==> config.mk <==
export PLATFORM = sky130hd
export DESIGN_NAME = mux_share_arbiter
export DESIGN_NICKNAME = d
export VERILOG_FILES = /design/src/rtl/mux_share_arbiter.sv
export SDC_FILE = /design/constraint.sdc
export NUM_CORES = 1
export LEC_CHECK = 0
export BUFFER_PORTS_ARGS = -buffer_cell sky130_fd_sc_hd__clkbuf_2
export CAP_MARGIN = 15
export CORE_ASPECT_RATIO = 0.8
export CORE_UTILIZATION = 42
export DETAILED_ROUTE_END_ITERATION = 16
export PLACE_DENSITY = 0.71
export SLEW_MARGIN = 10
export SYNTH_ARGS = -nofsm -noshare
export SYNTH_HDL_FRONTEND = slang
export SYNTH_SLANG_ARGS = --single-unit
==> constraint.sdc <==
create_clock -name clk -period 1.6 [get_ports clk]
set_input_delay 0.24 -clock clk [delete_from_list [all_inputs] [get_ports clk]]
set_output_delay 0.24 -clock clk [all_outputs]
set_load 0.005 [all_outputs]
==> src/rtl/mux_share_arbiter.sv <==
// Round-robin owner of a shared 2:1 lane, bursts capped at MAX_BURST beats; grant is one cycle after request.
// ready=0 freezes grant and beat count indefinitely; out_valid/out_data are combinational from grant state.
module mux_share_arbiter #(
    parameter int WIDTH     = 8,
    parameter int MAX_BURST = 4
) (
    input  logic             clk,
    input  logic             reset,
    input  logic             req_a,
    input  logic [WIDTH-1:0] data_a,
    input  logic             last_a,
    input  logic             req_b,
    input  logic [WIDTH-1:0] data_b,
    input  logic             last_b,
    input  logic             ready,
    output logic             gnt_a,
    output logic             gnt_b,
    output logic             sel_b1,
    output logic             sel_b2,
    output logic             out_valid,
    output logic [WIDTH-1:0] out_data
);

    typedef enum logic [1:0] {
        IDLE    = 2'd0,
        GRANT_A = 2'd1,
        GRANT_B = 2'd2
    } state_t;

    localparam logic [7:0] LAST_CNT = 8'(MAX_BURST - 1);

    state_t     state;
    state_t     state_nxt;
    logic       prio_b;
    logic       prio_b_nxt;
    logic [7:0] beat_cnt;
    logic [7:0] beat_cnt_nxt;
    logic       beat;
    logic       cur_last;
    logic       cur_req;
    logic       rearb;

    assign out_valid = (gnt_a & req_a) | (gnt_b & req_b);
    assign out_data  = (sel_b1 & sel_b2) ? data_b : data_a;
    assign beat      = out_valid & ready;
    assign cur_last  = gnt_b ? last_b : last_a;
    assign cur_req   = gnt_b ? req_b : req_a;

    always_comb begin
        rearb        = 1'b0;
        state_nxt    = state;
        prio_b_nxt   = prio_b;
        beat_cnt_nxt = beat_cnt;

        if (state == IDLE) begin
            rearb = 1'b1;
        end else if (!cur_req) begin
            // abandoned burst: nothing presented, give the lane up
            rearb = 1'b1;
        end else if (beat && (cur_last || beat_cnt == LAST_CNT)) begin
            rearb = 1'b1;
        end

        if (rearb) begin
            beat_cnt_nxt = 8'd0;
            if (req_a && (!req_b || !prio_b)) begin
                state_nxt  = GRANT_A;
                prio_b_nxt = 1'b1;
            end else if (req_b) begin
                state_nxt  = GRANT_B;
                prio_b_nxt = 1'b0;
            end else begin
                state_nxt = IDLE;
            end
        end else if (beat) begin
            beat_cnt_nxt = beat_cnt + 8'd1;
        end
    end

    always_ff @(posedge clk) begin
        if (reset) begin
            state    <= IDLE;
            prio_b   <= 1'b0;
            beat_cnt <= 8'd0;
            gnt_a    <= 1'b0;
            gnt_b    <= 1'b0;
            sel_b1   <= 1'b0;
            sel_b2   <= 1'b0;
        end else begin
            state    <= state_nxt;
            prio_b   <= prio_b_nxt;
            beat_cnt <= beat_cnt_nxt;
            gnt_a    <= (state_nxt == GRANT_A);
            gnt_b    <= (state_nxt == GRANT_B);
            sel_b1   <= (state_nxt == GRANT_B);
            sel_b2   <= (state_nxt == GRANT_B);
        end
    end

endmodule

==> impl_results.md, run 1 <==
- Switching Fraction: between 30% and 40%
- Antenna Nets Post-Route: 0
- DRC errors left: 0
- CTS Root Cell: clkbuf_4
- Cell Int Power: ~540 µW
- Dpl ws: about 6.6 ps
- Leakage: 0.479 nW
- Share of cells above drive strength 1: approximately half
- Post-DP HPWL: 1590 µm
- Avg Synthesized Cell Area: approximately 9 µm²
- Final GP Congestion: around 0.81
- Final Hold Vio Count: 0
- DRT met1 WL: 990 µm
- Util after Layout: about three fifths
- # fillers: between 150 and 200
- Area Overhead vs Synth: 31.5%
- Ant diodes: 0
- #FFs+latches synth: 13
- First-pass GRT wire length: between 3000 and 4000 µm
- Gate Count Post-Synth: 92
- Ys Warns: 0
- CTS Buffer Depth: 2
- Number of hold buffers added after CTS: 0
- Setup Skew: ~6.5 ps
- Vias per inst: approximately 5.4
- Worst Path Class, Setup: reg2reg
- Setup crit end kind: flop
- Final hold slack: around 220 ps
- CP Launch Type: flop
- Die area: around 2200 µm²
- Min-Delay Path Class: in2reg
- Clock Latency Late Sink: about 280 ps
- Status: finished, final reports clean
- Syn nets: between 100 and 150
- Commonest non-fill, non-tap cell in the layout: clkbuf_2
- Io pins: 36
- Remaining Overflow, GRT: 0
- CP arrival: 1740 ps
- Max-slew violation count: 0
- Die Height: between 40 and 50 µm
- F_max: between 600 and 700 MHz
- Min cycle time layout: around 1600 ps
- Horiz. Die Dim: 52.4 µm
- Number of global-route vias before repair: 760
- CTS tree: yes
- Area of the mapped netlist: 853 µm²
- Clk sinks: 13
- Number of CTS-inserted buffers: 3
- Period utilization: 97.6%
- Worst IR Drop VDD: 0.612 mV
- Total Power: 775 µW
- Net Switching: 233 µW
- Comb pwr share: 27.9%
- Synth top area share: 30.5%
- Drt wl/cell: ~13 µm
- RSZ-0062 raised after global routing: true
- Crit Path Max Fanout: 8
- Starting density of the core: a little under half
- Final Worst Setup Slack: between 30 and 40 ps
- 1st-iter DRT viols: 37
- Clock power frac: between 20% and 30%
- Pre-antenna DRT Iters: 4
- H-tree depth: 1
- Top cells by area, synth: dfxtp_1 (30%), mux2_2 (13%), a21oi_1 (4.7%)
- Sequential share of power: 45.6%
- Sequential element share of the synthesized area: between 30% and 40%
- Initial antenna violation count: 0
- Pwr Density: between 600 and 700 nW/µm²
- Nets: ~160
- Wire length on met3: 161 µm
- Total global routing track utilization: between 20% and 30%
- IO buf count: 35
- Cell taking the most area after synthesis: dfxtp_1
- Met2 WL: 906 µm
- Via Count: roughly 850
- Final Setup Violations: 0
- Total Wirelength: about 2100 µm
- Clock Pin Slew Worst Setup and Hold Paths: ~80 ps
- Row cnt: 14
- Most frequent cells in the layout: clkbuf_2 (35), dfxtp_1 (11), mux2_2 (10)
- Max_cap viols: 0
- Slew headroom: approximately 70%
- Worst Path Required: 1780 ps
- Slew @ Worst Pin: about 440 ps
- Largest net degree at the start of global routing: 16
- TNS Setup: 0 ps
- Core area: between 1500 and 2000 µm²
- Top Metal Used: met4
- Yosys cell types: 34
[metal layers]
layer	vias up	GRT usage (%)
met2	39	31.1
li1	429	-
met3	4	7.25
met1	375	25.3
met5	-	0
met4	0	6.84
[synth_stat cells]
library cell / instances
a21oi_1: 8
xor2_1: 4
or2_2: 1
xnor2_1: 1
o22ai_1: 1
buf_6: 1
nand3_1: 5
nand2_1: 6
and3_1: 2
o32a_1: 1
or4_1: 2
nand2_4: 1
ha_1: 1
buf_4: 2
nand2b_1: 2
nor3_1: 1
a21oi_4: 1
o2111ai_2: 1
o21ai_1: 1
o211ai_1: 1
inv_1: 3
nor4b_4: 1
a2111oi_2: 1
a22oi_2: 1
nor2_1: 7
o2111ai_1: 2
o31ai_1: 5
mux2_2: 10
nand4_1: 1
nor4b_1: 1
o211a_1: 2
clkinv_2: 1
dfxtp_1: 13
clkbuf_1: 1
[per-stage QoR]
step	instances	area [µm²]
6_report	157	1120
3_5_place_dp	152	1070
4_1_cts	157	1100
3_3_place_gp	152	1070
2_1_floorplan	92	853
5_1_grt	157	1120
[repair_timing]
item | CTS | global route
setup buffers | 1 | 0
resized for setup | 2 | 4
endpoints found under the setup margin | 9 | 10
pin swaps | 0 | 1
[final cells by class]
class / instances / area (µm²) / share of cell area (%)
repair buffers: 41 / 224 / 20.0
inverters: 4 / 16.3 / 1.45
multi-input cells: 71 / 561 / 49.9
well taps: 24 / 30.0 / 2.68
flip-flops and latches: 13 / 265 / 23.6
clock buffers: 4 / 26.3 / 2.34
[critical path, stage by stage (launching register included)]
cell and delay (ps):
dfxtp_2 340, ha_1 160, nor4b_4 250, a21oi_4 140, o211a_1 240, a2111oi_2 320
[cell families after synthesis]
group	synth area share [%]
AOI/OAI and AO/OA	23.8
xor gates and xnor gates	5.13
adders and majority gates	1.47
buffers and inverters	5.42
DFF	30.5
muxes	13.2
and+or+nand+nor	20.5
[worst paths after layout]
kind	slack [ps]	end	depth (start not counted)	from
min	220	sel_b2$_SDFF_PP0_	2	reset
max reg2reg	40	gnt_a$_SDFF_PP0_	5	beat_cnt[0]$_SDFFE_PP0P_
max	40	gnt_a$_SDFF_PP0_	5	beat_cnt[0]$_SDFFE_PP0P_
min reg2reg	530	beat_cnt[7]$_SDFFE_PP0P_	2	beat_cnt[7]$_SDFFE_PP0P_
[power by group through the flow]
stage	Clock [mW]	Combinational, mW	Sequential, mW
floorplan	0	0.126	0.358
global placement	0	0.199	0.358
detailed placement	0	0.203	0.360
CTS	0.214	0.209	0.353
global route	0.228	0.234	0.356
finish	0.205	0.216	0.353
[state kept, by name (all words and copies together) (netlist names)]
signal and cells:
beat_cnt 8, gnt_a 1, prio_b 1, sel_b2 1, state 2
No activity file was read; power rests on OpenSTA's default activity.
==> run 2, diff against run 1 <==
--- a/config.mk
+++ b/config.mk
@@ -8,6 +8,7 @@
 export BUFFER_PORTS_ARGS = -buffer_cell sky130_fd_sc_hd__clkbuf_2
 export CAP_MARGIN = 15
 export CORE_ASPECT_RATIO = 0.8
+export CORE_MARGIN = 3
 export CORE_UTILIZATION = 42
 export DETAILED_ROUTE_END_ITERATION = 16
 export PLACE_DENSITY = 0.71
==> impl_results.md, run 2 (synthesized netlist as in run 1, its figures left out) <==
- Design area: ~1100 µm²
- Number of CTS-inserted buffers: 3
- H-tree depth: 1
- Status: finished, final reports clean
- Largest net degree at the start of global routing: 16
- Slew headroom: 67.1%
- Die area: between 2000 and 3000 µm²
- Max_cap viols: 0
- Drt wl/cell: 13.9 µm
- Final Hold Vio Count: 0
- Pwr Density: a little under 700 nW/µm²
- Util after Layout: a little over three fifths
- Vias per inst: roughly 5.5
- Via Count: 850
- Top Metal Used: met4
- Antenna Nets Post-Route: 0
- Placed insts: 150
- Final Worst Setup Slack: between 30 and 40 ps
- Post-DP HPWL: ~1700 µm
- Total Power: slightly below 800 µW
- Crit Path Max Fanout: 8
- Crit-path slowest cell: nor3_1
- CP arrival: roughly 1800 ps
- Starting density of the core: between 40% and 50%
- Remaining Overflow, GRT: 0
- Largest registers: beat_cnt: 8 flops, state: 2 flops
- Post-DP Area: between 1000 and 1500 µm²
- Worst Path Required: 1790 ps
- Clock Latency Late Sink: roughly 270 ps
- DRT met1 WL: between 900 and 1000 µm
- Top reg by flops: beat_cnt
- 1st-iter DRT viols: 19
- Nets: around 160
- Period utilization: 97.6%
- Min cycle time layout: approximately 1600 ps
- Row cnt: 13
- Worst path cell trace: nor3_1 > a21oi_4 > o32a_1 > a21oi_1
- Wire length on met3: 190 µm
- Leakage: about 0.48 nW
- Flop2flop setup slack: 40 ps
- Most frequent cells in the layout: clkbuf_2 (35), dfxtp_1 (11), mux2_2 (10)
- Number of hold buffers added after CTS: 0
- Share of cells above drive strength 1: roughly half
- Clock Pin Slew Worst Setup and Hold Paths: about 80 ps
- Ant diodes: 0
- Worst Hold Path EP: state[1]$_SDFF_PP0_
- CTS tree: yes
- Number of global-route vias before repair: roughly 750
- Worst Path Class, Setup: reg2reg
- Reg2Reg Depth: 4
- Hold Crit Start: reset
- Hold path depth: 2
- CTS Buffer Depth: 2
- Final Setup Violations: 0
- Pre-antenna DRT Iters: 4
- Initial antenna violation count: 0
- Worst r2r dst: sel_b2$_SDFF_PP0_
- CTS Root Cell: clkbuf_4
- Area Overhead vs Synth: 31.5%
- Final hold slack: approximately 230 ps
- Clk sinks: 13
- Setup crit end kind: flop
- Setup Skew: roughly 0.68 ps
- First-pass GRT wire length: around 3300 µm
- Die Height: 46.3 µm
- Slew @ Worst Pin: 490 ps
- F_max: ~640 MHz
- IO buf count: 35
- Horiz. Die Dim: ~56 µm
- Max FFs per register: 8
- Worst IR Drop VDD: a little over 0.4 mV
- TNS Setup: 0 ps
- Met2 WL: slightly above 1000 µm
- Commonest non-fill, non-tap cell in the layout: clkbuf_2
- CP Launch Type: flop
- Non-Filler Instances: between 150 and 200
- Total global routing track utilization: between 15 and 20%
- Max-slew violation count: 0
- CP peak stage delay: 450 ps
- Min-Delay Path Class: in2reg
- FF-to-FF Start: beat_cnt[4]$_SDFFE_PP0P_
- Core area: approximately 1800 µm²
- Total Wirelength: 2150 µm
- DRC errors left: 0
- Final GP Congestion: between 0.7 and 0.8
- Dpl ws: about 9 ps
- Io pins: 36
-- run 2: changes by cell type in the layout (fill, tap and decap cells not counted) --
cell,delta
o31ai_2,-1
o2111ai_2,-1
buf_6,-1
buf_4,+1
o2111ai_4,+1
o31ai_1,+1
-- run 2: how the worst max path moves through the flow --
stage / start / endpoint / slack [ps] / cells past startpoint
2_1_floorplan: sel_b2$_SDFF_PP0_ / gnt_a$_SDFF_PP0_ / 40 / 4
3_3_place_gp: sel_b2$_SDFF_PP0_ / gnt_a$_SDFF_PP0_ / 100 / 4
3_5_place_dp: beat_cnt[0]$_SDFFE_PP0P_ / gnt_a$_SDFF_PP0_ / 9 / 5
4_1_cts: sel_b2$_SDFF_PP0_ / out_data[1] / 10 / 3
5_1_grt: sel_b2$_SDFF_PP0_ / gnt_a$_SDFF_PP0_ / -30 / 5
6_report: beat_cnt[4]$_SDFFE_PP0P_ / sel_b2$_SDFF_PP0_ / 40 / 4
-- run 2: repair_timing --
| item | 4_1_cts | 5_1_grt |
|---|---|---|
| pin swaps | 1 | 3 |
| resized for setup | 1 | 4 |
| endpoints found under the hold margin | 0 | 0 |
| setup buffers | 1 | 0 |
| gates cloned | 0 | 0 |
| setup endpoints to repair | 1 | 16 |
-- run 2: power breakdown --
part | internal, mW | switching, mW
clock network | 0.0964 | 0.106
registers | 0.337 | 0.0160
logic | 0.110 | 0.109
total | 0.543 | 0.231
-- run 2: area by class of cell --
class / count / area (µm²)
fillers: 151 / 651
multi-input cells: 71 / 567
well taps: 22 / 27.5
flip-flops and latches: 13 / 265
clock buffers: 4 / 26.3
repair buffers: 41 / 220
inverters: 4 / 16.3
-- run 2: critical path: cells and delay by family, from the launching register on --
family	cells	cell delay [ps]
and+or+nand+nor	1	450
DFF	1	340
AOI/OAI and AO/OA	3	700
-- run 2: layer usage --
metal  vias to the layer above  global-route usage (%)
li1                        431                       -
met1                       374                    19.5
met5                         -                       0
met2                        43                    31.0
met3                         2                    4.76
met4                         0                    4.27
==> run 3, diff against run 2 <==
--- a/config.mk
+++ b/config.mk
@@ -9,9 +9,9 @@
 export CAP_MARGIN = 15
 export CORE_ASPECT_RATIO = 0.8
 export CORE_MARGIN = 3
-export CORE_UTILIZATION = 42
+export CORE_UTILIZATION = 46
 export DETAILED_ROUTE_END_ITERATION = 16
-export PLACE_DENSITY = 0.71
+export PLACE_DENSITY = 0.74
 export SLEW_MARGIN = 10
 export SYNTH_ARGS = -nofsm -noshare
 export SYNTH_HDL_FRONTEND = slang
==> constraint.sdc (replaced) <==
create_clock -name clk -period 1.55 [get_ports clk]
set_input_delay 0.2325 -clock clk [delete_from_list [all_inputs] [get_ports clk]]
set_output_delay 0.2325 -clock clk [all_outputs]
set_load 0.005 [all_outputs]
==> impl_results.md, run 3 (synthesized netlist as in run 1, its figures left out) <==
- First-pass GRT wire length: between 3000 and 4000 µm
- Critical Path Stages: 4
- Min-Delay Path Class: in2reg
- RSZ-0062 raised after global routing: true
- Number of global-route vias before repair: about 770
- Initial antenna violation count: 0
- Via Count: about 880
- H-tree depth: 1
- Reg2Reg Depth: 4
- Die Height: ~45 µm
- Util after Layout: a little under 70%
- Die area: roughly 2400 µm²
- Non-Filler Instances: between 150 and 200
- Largest net degree at the start of global routing: 16
- Crit-path slowest cell: dfxtp_4
- Final GP Congestion: ~0.8
- Worst path cell trace: mux2_2 > a21oi_4 > o21ai_1 > a2111oi_2
- Period utilization: a little over nine tenths
- Dpl ws: -8.45 ps
- Leakage: 0.512 nW
- Ant diodes: 0
- F_max: between 600 and 700 MHz
- Hold path depth: 2
- Min cycle time layout: approximately 1500 ps
- # fillers: between 100 and 150
- CTS Buffer Depth: 2
- Setup Skew: just under 5 ps
- Placed insts: approximately 160
- CTS Root Cell: clkbuf_4
- Largest delay share family, worst path: compound AO/OA/AOI/OAI gates
- Final Worst Setup Slack: roughly 46 ps
- Commonest non-fill, non-tap cell in the layout: clkbuf_2
- CP Launch Type: flop
- Worst Hold Path EP: state[1]$_SDFF_PP0_
- Worst r2r dst: gnt_a$_SDFF_PP0_
- Share of cells above drive strength 1: slightly above 50%
- Top reg by flops: beat_cnt
- Drt wl/cell: roughly 13 µm
- Final Setup Violations: 0
- DRC errors left: 0
- Status: finished, final reports clean
- Hold Crit Start: reset
- Flop2flop setup slack: around 46 ps
- CP peak stage delay: between 300 and 400 ps
- Number of hold buffers added after CTS: 0
- Most frequent cells in the layout: clkbuf_2 (35), buf_4 (11), mux2_2 (10), dfxtp_1 (10), a21oi_1 (8)
- Worst path buffer plus inverter count: 0
- Clock Latency Late Sink: around 270 ps
- CP arrival: roughly 1700 ps
- Worst Path Class, Setup: reg2reg
- Setup crit end kind: flop
- Pre-antenna DRT Iters: 4
- Area Overhead vs Synth: 36.8%
- Multi-input logic area: around 560 µm²
- Row cnt: 13
- Vias per inst: ~5.4
- Clk sinks: 13
- Total Wirelength: 2150 µm
- Remaining Overflow, GRT: 0
- Io pins: 36
- Worst IR Drop VDD: between 0.5 and 0.6 mV
- Max FFs per register: 8
- Total global routing track utilization: between 10% and 20%
- Antenna Nets Post-Route: 0
- Slew headroom: just over 70%
- Worst Path Required: 1710 ps
- Register area: roughly 270 µm²
- Final Hold Vio Count: 0
- Starting density of the core: roughly half
- Pwr Density: around 680 nW/µm²
- Number of CTS-inserted buffers: 3
- Max-slew violation count: 0
- Horiz. Die Dim: about 54 µm
- Core area: 1690 µm²
- FF-to-FF Start: sel_b2$_SDFF_PP0_
- IO buf count: 35
- Clock Pin Slew Worst Setup and Hold Paths: 70 ps
- Crit Path Max Fanout: 6
- Nets: 164
- Max_cap viols: 0
- Post-DP HPWL: ~1700 µm
- Slew @ Worst Pin: about 420 ps
- 1st-iter DRT viols: 30
- Largest registers: beat_cnt: 8 flops, state: 2 flops
- CTS tree: yes
## run 3: changes by cell type in the layout (fill, tap and decap cells not counted)
cell	before	now
ha_1	1	0
nand2_4	0	1
o2111ai_4	1	0
nand2_8	1	0
dfxtp_4	1	2
buf_6	0	1
o2111ai_2	0	1
ha_4	0	1
dfxtp_1	11	10
buf_4	6	11
## run 3: area by class of cell
class | instances | area share, %
multi-input cells | 71 | 47.9
flip-flops and latches | 13 | 23.0
repair buffers | 47 | 23.0
well taps | 22 | 2.36
clock buffers | 4 | 2.25
inverters | 4 | 1.39
## run 3: per-stage QoR
stage | cell area, µm² | total power, mW | hold slack (ps) | setup TNS, ps
after detailed placement | 1100 | 0.595 | 518 | -8.45
after floorplan | 857 | 0.500 | 294 | 0
final | 1170 | 0.793 | 234 | 0
after global placement | 1100 | 0.590 | 510 | 0
after CTS | 1130 | 0.799 | 228 | 0
after global routing | 1170 | 0.837 | 238 | -174
## run 3: power breakdown
part           switching, mW  internal, mW  leakage (nW)
Clock                  0.104        0.0995        0.0150
Sequential            0.0170         0.346         0.108
Combinational          0.108         0.118         0.389
Total                  0.229         0.564         0.512
## run 3: worst max path at each step
stage | start | end
6_report | sel_b2$_SDFF_PP0_ | gnt_a$_SDFF_PP0_
5_1_grt | beat_cnt[0]$_SDFFE_PP0P_ | prio_b$_SDFFE_PP0P_
4_1_cts | beat_cnt[0]$_SDFFE_PP0P_ | state[0]$_SDFF_PP0_
3_5_place_dp | beat_cnt[1]$_SDFFE_PP0P_ | prio_b$_SDFFE_PP0P_
3_3_place_gp | beat_cnt[0]$_SDFFE_PP0P_ | prio_b$_SDFFE_PP0P_
2_1_floorplan | beat_cnt[0]$_SDFFE_PP0P_ | gnt_a$_SDFF_PP0_
## run 3: per-layer routing
layer	part of all wire [%]	GRT usage, %	routed length, µm
met1	45	22.2	958
met2	47	31.7	1010
met3	8.2	3.03	177
met4	0	2.99	0
met5	0	0	0
## run 3: repair_timing
action | in CTS | in global routing
pin swaps | 3 | 4
endpoints found under the setup margin | 3 | 14
buffers inserted | 0 | 2
resized for setup | 2 | 4
